File: src/rtl/rot_seq_8bit.sv
// ---------------------------------------------------------------------------
// rot_seq_8bit
//
// Sequential inverse of the combinational left/right rotate stage. It turns
// a rotated word back into its original by rotating it one bit per clock, so
// no barrel network is needed. It is handshaked on both sides. The input side
// accepts only in IDLE. The output side presents the result in DONE until
// the consumer takes it.
//
// Ports
//   clk        in   clock, all state updates on the rising edge
//   rst        in   synchronous active-high reset
//   a          in   word to rotate, sampled on accept
//   lr         in   direction being undone: 0 = undo left (rotate right),
//                   1 = undo right (rotate left), sampled on accept
//   amt        in   rotation distance 0..7, sampled on accept
//   in_valid   in   request valid
//   in_ready   out  high only in IDLE
//   y          out  result word, meaningful while out_valid = 1
//   out_valid  out  high only in DONE
//   out_ready  in   consumer accepts the result
//   busy       out  high in SHIFT or DONE
//
// state | meaning
// ------+---------------------------------------------------------------
// IDLE  | waiting for a request; in_ready = 1
// SHIFT | one 1-bit rotate per clock until cnt reaches zero
// DONE  | result presented on y with out_valid = 1 until out_ready
// ---------------------------------------------------------------------------
module rot_seq_8bit #(
    parameter int WIDTH = 8
) (
    input  logic             clk,
    input  logic             rst,
    input  logic [WIDTH-1:0] a,
    input  logic             lr,
    input  logic [2:0]       amt,
    input  logic             in_valid,
    output logic             in_ready,
    output logic [WIDTH-1:0] y,
    output logic             out_valid,
    input  logic             out_ready,
    output logic             busy
);

    localparam logic [1:0] ST_IDLE  = 2'd0;
    localparam logic [1:0] ST_SHIFT = 2'd1;
    localparam logic [1:0] ST_DONE  = 2'd2;

    logic [1:0]       state_q, state_d;
    logic [WIDTH-1:0] data_q,  data_d;
    logic [2:0]       cnt_q,   cnt_d;
    logic             dir_q,   dir_d;

    always_comb begin
        state_d = state_q;
        data_d  = data_q;
        cnt_d   = cnt_q;
        dir_d   = dir_q;

        case (state_q)
            ST_IDLE: begin
                if (in_valid) begin
                    data_d  = a;
                    cnt_d   = amt;
                    dir_d   = lr;
                    state_d = (amt == 3'd0) ? ST_DONE : ST_SHIFT;
                end
            end

            ST_SHIFT: begin
                if (dir_q) begin
                    data_d = {data_q[WIDTH-2:0], data_q[WIDTH-1]};
                end else begin
                    data_d = {data_q[0], data_q[WIDTH-1:1]};
                end
                cnt_d = cnt_q - 3'd1;
                // cnt is never 0 in SHIFT; the <= also escapes an
                // upset-corrupted zero count instead of looping 8 more times.
                if (cnt_q <= 3'd1) begin
                    state_d = ST_DONE;
                end
            end

            ST_DONE: begin
                if (out_ready) begin
                    state_d = ST_IDLE;
                end
            end

            default: begin
                state_d = ST_IDLE;
            end
        endcase
    end

    always_ff @(posedge clk) begin
        if (rst) begin
            state_q <= ST_IDLE;
            data_q  <= '0;
            cnt_q   <= 3'd0;
            dir_q   <= 1'b0;
        end else begin
            state_q <= state_d;
            data_q  <= data_d;
            cnt_q   <= cnt_d;
            dir_q   <= dir_d;
        end
    end

    // All outputs are decoded from registered state. No combinational path
    // exists from the handshake inputs to the handshake outputs.
    assign in_ready  = (state_q == ST_IDLE);
    assign out_valid = (state_q == ST_DONE);
    assign busy      = (state_q == ST_SHIFT) || (state_q == ST_DONE);
    assign y         = data_q;

endmodule

File: config.mk
export PLATFORM = sky130hd
export DESIGN_NAME = rot_seq_8bit
export DESIGN_NICKNAME = d
export VERILOG_FILES = /design/src/rtl/rot_seq_8bit.sv
export SDC_FILE = /design/constraint.sdc
export NUM_CORES = 1
export LEC_CHECK = 0
export ABC_AREA = 0
export BUFFER_PORTS_ARGS = -buffer_cell sky130_fd_sc_hd__buf_2
export CAP_MARGIN = 40
export CORE_MARGIN = 2
export CORE_UTILIZATION = 45
export CTS_CLUSTER_DIAMETER = 200
export DETAILED_ROUTE_END_ITERATION = 6
export PLACE_DENSITY = 0.72
export SLEW_MARGIN = 0
export SYNTH_ARGS = -nofsm -noshare
export SYNTH_HDL_FRONTEND = slang
export SYNTH_SLANG_ARGS = --single-unit
File: constraint.sdc
create_clock -name clk -period 1.95 [get_ports clk]
set_input_delay 0.2925 -clock clk [delete_from_list [all_inputs] [get_ports clk]]
set_output_delay 0.2925 -clock clk [all_outputs]
set_load 0.02 [all_outputs]
; ---- Yosys cells after proc, flatten, opt, wreduce, memory -nomap -nowiden
; Cells that the tools add are included.
[word_totals]
reg_bits = 14
inputBits = 16
out_inout_bits = 11
[classes]
n_addsub = 1
order_cmp = 1
eq_ne = 5
muxes = 10
reduce_logical = 7
[ops]
columns = operator, count
row1 = $mux W8, 2
row2 = $pmux W8 S2, 1
row3 = $mux W2, 4
row4 = $pmux W2 S3, 1
row5 = $pmux W3 S2, 1
row6 = $ne A2 B2 Y1 const B, 2
row7 = $reduce_and A2 Y1, 2
row8 = $le A3 B1 Y1 const B, 1
row9 = $logic_not A3 Y1, 1
row10 = $mux W3, 1
row11 = $reduce_and A3 Y1, 1
row12 = $sub A3 B1 Y3 const B, 1
row13 = $eq A2 B1 Y1 const B, 1
row14 = $eq A2 B2 Y1 const B, 1
row15 = $logic_not A2 Y1, 1
row16 = $ne A2 B1 Y1 const B, 1
row17 = $reduce_bool A2 Y1, 1
row18 = $logic_or A1 B1 Y1, 1

; ---- Longest topological paths before layout
[logic_depth]
depth_word = 4
depth_mapped = 7
depth_no_buf = 6

; ---- Worst setup path after synthesis
; Ideal clock, no wire load.
[synth_path]
kind = flip-flop to flip-flop
from = register state_q[0]
to = register cnt_q[2]
setup_time_ns = 0.071
arrival_ns = 1.572
setup_slack_ns = 0.308
stages_incl_launch_ff = 7
path_cell_list = dfxtp_1 -> inv_1 -> ha_1 -> mux2i_4 -> buf_6 -> o21ai_1 -> a21oi_1
[synth_via]
elab_chain_len = 3
elab_cells_between_ends = 6
cone_classes = eq/ne: 2 / mux: 1 / reduce/logical: 3
[synth_rtl]
columns = item, line
row1 = from (decl), 50  ; logic [1:0] state_q, state_d;
row2 = from (signal assigned), 104  ; state_q <= state_d;
row3 = $logic_not A2 Y1 (*), --
row4 = via in_ready, 39  ; output logic in_ready,
row5 = $ne A2 B2 Y1 (no source line) or $reduce_bool A2 Y1 (tied branches), --
row6 = $reduce_and A2 Y1 (no source line), --
row7 = to (signal assigned), 106  ; cnt_q <= cnt_d;
row8 = to (decl), 52  ; logic [2:0] cnt_q, cnt_d;
; The timed path passes the listed nets; every way through them passes the cells marked *.
; A chain may end at the register's enable or synchronous reset.

; ---- Worst setup path in the final report
[layout_path]
from = register state_q[0]
to = register data_q[2] (netlist: y[2])
[layout_via]
elab_chain_len = 3
elab_cells_between_ends = 6
cone_classes = eq/ne: 2 / mux: 1 / reduce/logical: 3
[layout_rtl]
columns = item, line
row1 = $eq A2 B1 Y1 or $logic_not A2 Y1 (tied branches), 61  ; case (state_q)
row2 = $reduce_bool A2 Y1 (no source line) or $ne A2 B2 Y1 (tied branches), --
row3 = $reduce_and A2 Y1 (no source line), --
row4 = to (signal assigned), 105  ; data_q <= data_d;
row5 = to (decl), 51  ; logic [WIDTH-1:0] data_q, data_d;
; Parallel ways exist; a longest one is shown, timed or not.

==> flow_summary.json <==
{
  "slew_viol_final": 0,
  "cts-buffers-inserted": 3,
  "synth_cells": 101,
  "fmax_mhz": 570,
  "tightestPinTransition_ns": 0.560,
  "final_util": 0.583,
  "drt-pass1-iter-count": 4,
  "clk_pin_slew_ns": 0.08,
  "final.setup_skew_ns": 0.00689,
  "path_class": "flop to flop",
  "ys_seq_area_frac": 0.337,
  "chipHeight_um": 47.0,
  "p_per_area_mw_per_mm2": 1590,
  "antenna_cells": 0,
  "syn_to_final_growth_pct": 21.1,
  "nets": 149,
  "synth_cell_type_count": 26,
  "grt_pass1_vias": 675,
  "setup_viol": 0,
  "holdPathStages": 3,
  "leakagePower_nw": 0.439,
  "hold_path_class": "input pin to flop",
  "dieArea_mm2": 0.00221,
  "num_rows": 15,
  "ctsHoldBuffers": 0,
  "antenna_found_initial": 0,
  "drive_gt1_frac": 0.276,
  "core_mm2": 0.00173,
  "holdPathEnd": "dir_q",
  "initial_utilization": 0.481,
  "grt_first_pass_wirelength_mm": 2.88,
  "wl_per_cell_um": 11.9,
  "cts_tree": "built",
  "ant_nets": 0,
  "reg2reg_setup_slack_ns": 0.20,
  "gp_congestion": 0.800,
  "critPathRequiredTime_ns": 2.11,
  "vias_per_cell": 5.18,
  "synth.cell_area_um2": 831,
  "fin_tns_setup_ns": 0,
  "ir_drop_v": 0.000881,
  "cts_root_buffer": "clkbuf_4",
  "die_x_um": 47.0,
  "wl_mm": 1.81,
  "report.final.hold_viol_count": 0,
  "post-route-min-period_ns": 1.75,
  "grt_max_degree": 20,
  "synth_seq_cells": 14,
  "syn_area_per_cell_um2": 8.23,
  "status": "finished clean",
  "crit_fanout": 19,
  "yosysWarnings": 0,
  "vias": 788,
  "cts_setup_buffers": 0,
  "fin_crit_sh": 0.900,
  "endpoint_kind": "flop",
  "dp_hpwl_mm": 1.38,
  "cts_buffer_depth": 2,
  "grt_use_total": 0.184,
  "drc_errors": 0,
  "timing.rr.start": "state_q[0]",
  "rr_worst_depth": 6,
  "cts.repair.resized": 0,
  "hp-start": "lr",
  "rsz0062_at_grt": "false",
  "port-buffer-count": 26,
  "startpoint_type": "flop",
  "gr-total-overflow": 0,
  "clock_latency_ns": 0.28,
  "syn_nets": 122,
  "cp.arrival_ns": 1.91,
  "h-tree-depth": 1,
  "drt_iter0_drc": 11,
  "ios": 27,
  "slew_headroom": 0.619,
  "r2r-end": "y[2]",
  "max_cap_violations": 0,
  "clock_sinks": 14
}
==> area by class of cell <==
| type | instances | area [µm²] |
|---|---|---|
| clock buffer | 4 | 36.3 |
| multi-input combinational | 75 | 494 |
| sequential | 14 | 280 |
| fill | 178 | 721 |
| inverter | 7 | 26.3 |
| timing repair buffer | 27 | 138 |
| tap | 25 | 31.3 |
==> Yosys cell counts, drive strengths merged <==
library cell | number | area, µm²
nand2b | 1 | 6.26
o21bai | 1 | 7.51
nand3 | 1 | 5.00
inv | 7 | 26.3
or3 | 1 | 6.26
a221oi | 2 | 17.5
a21oi | 12 | 60.1
nor2 | 21 | 78.8
ha | 5 | 62.6
nor3 | 1 | 5.00
a211oi | 9 | 72.6
clkbuf | 1 | 3.75
o21ai | 3 | 18.8
buf | 4 | 26.3
dfxtp | 14 | 280
o22ai | 1 | 6.26
a21o | 1 | 7.51
mux2i | 10 | 113
nand2 | 5 | 18.8
o2bb2ai | 1 | 8.76
==> cells by family after synthesis <==
family	after synthesis	synth area share
flops	14	0.337
simple gates	30	0.145
mux	10	0.136
buf+inv	12	0.0678
fa+ha+maj	5	0.0753
compound gates	30	0.239
==> cell usage in the layout (no fill, tap or decap), types with 2 or more instances in the layout <==
master	Yosys	layout
a21oi_1	12	12
clkbuf_4	0	3
nand2_1	5	5
mux2i_1	9	9
a221oi_1	2	2
dfxtp_1	14	14
nor2_1	21	21
buf_2	3	26
inv_1	6	6
ha_1	5	5
a211oi_1	8	8
==> per-layer routing <==
metal / track usage / vias to the layer above / wire length, µm
li1: - / 409 / -
met5: 0 / - / 0
met4: 0.0667 / 0 / 24
met2: 0.299 / 20 / 843
met1: 0.252 / 355 / 858
met3: 0.0231 / 4 / 82
==> power by group <==
group / switching, mW / internal, mW / leakage, nW
Sequential: 0.0993 / 0.384 / 0.115
Clock: 0.0942 / 0.113 / 0.0210
Combinational: 0.559 / 0.354 / 0.302
Total: 0.752 / 0.852 / 0.439
==> stage by stage <==
stage          total power, mW  hold WS [ns]  instance area (µm²)  setup slack [ns]  std cells
5_1_grt                   1.73         0.319                 1010            0.0754        152
4_1_cts                   1.61         0.289                 1010             0.192        152
6_report                  1.60         0.287                 1010             0.196        152
3_5_place_dp              1.41         0.498                  970             0.199        148
3_3_place_gp              1.38         0.485                  970             0.283        148
2_1_floorplan             1.21         0.362                  831             0.308        101
==> how the worst max path moves through the flow <==
stage               start        to
2_1_floorplan  state_q[0]  cnt_q[2]
3_3_place_gp   state_q[0]      y[4]
3_5_place_dp   state_q[1]      y[1]
4_1_cts        state_q[1]      y[3]
5_1_grt        state_q[1]      y[6]
6_report       state_q[0]      y[2]
==> worst max-delay path, cell delays in order, from the launching register on <==
cell	delay, ns
dfxtp_1	0.34
inv_1	0.09
ha_1	0.34
mux2i_4	0.59
a211oi_1	0.09
a21oi_1	0.14
nor2_1	0.05
==> registers in the layout (all words and copies together), names as in the netlist <==
signal   cells
y            8
dir_q        1
cnt_q        3
state_q      2
Note: power is estimated with default switching activity, not from simulation.
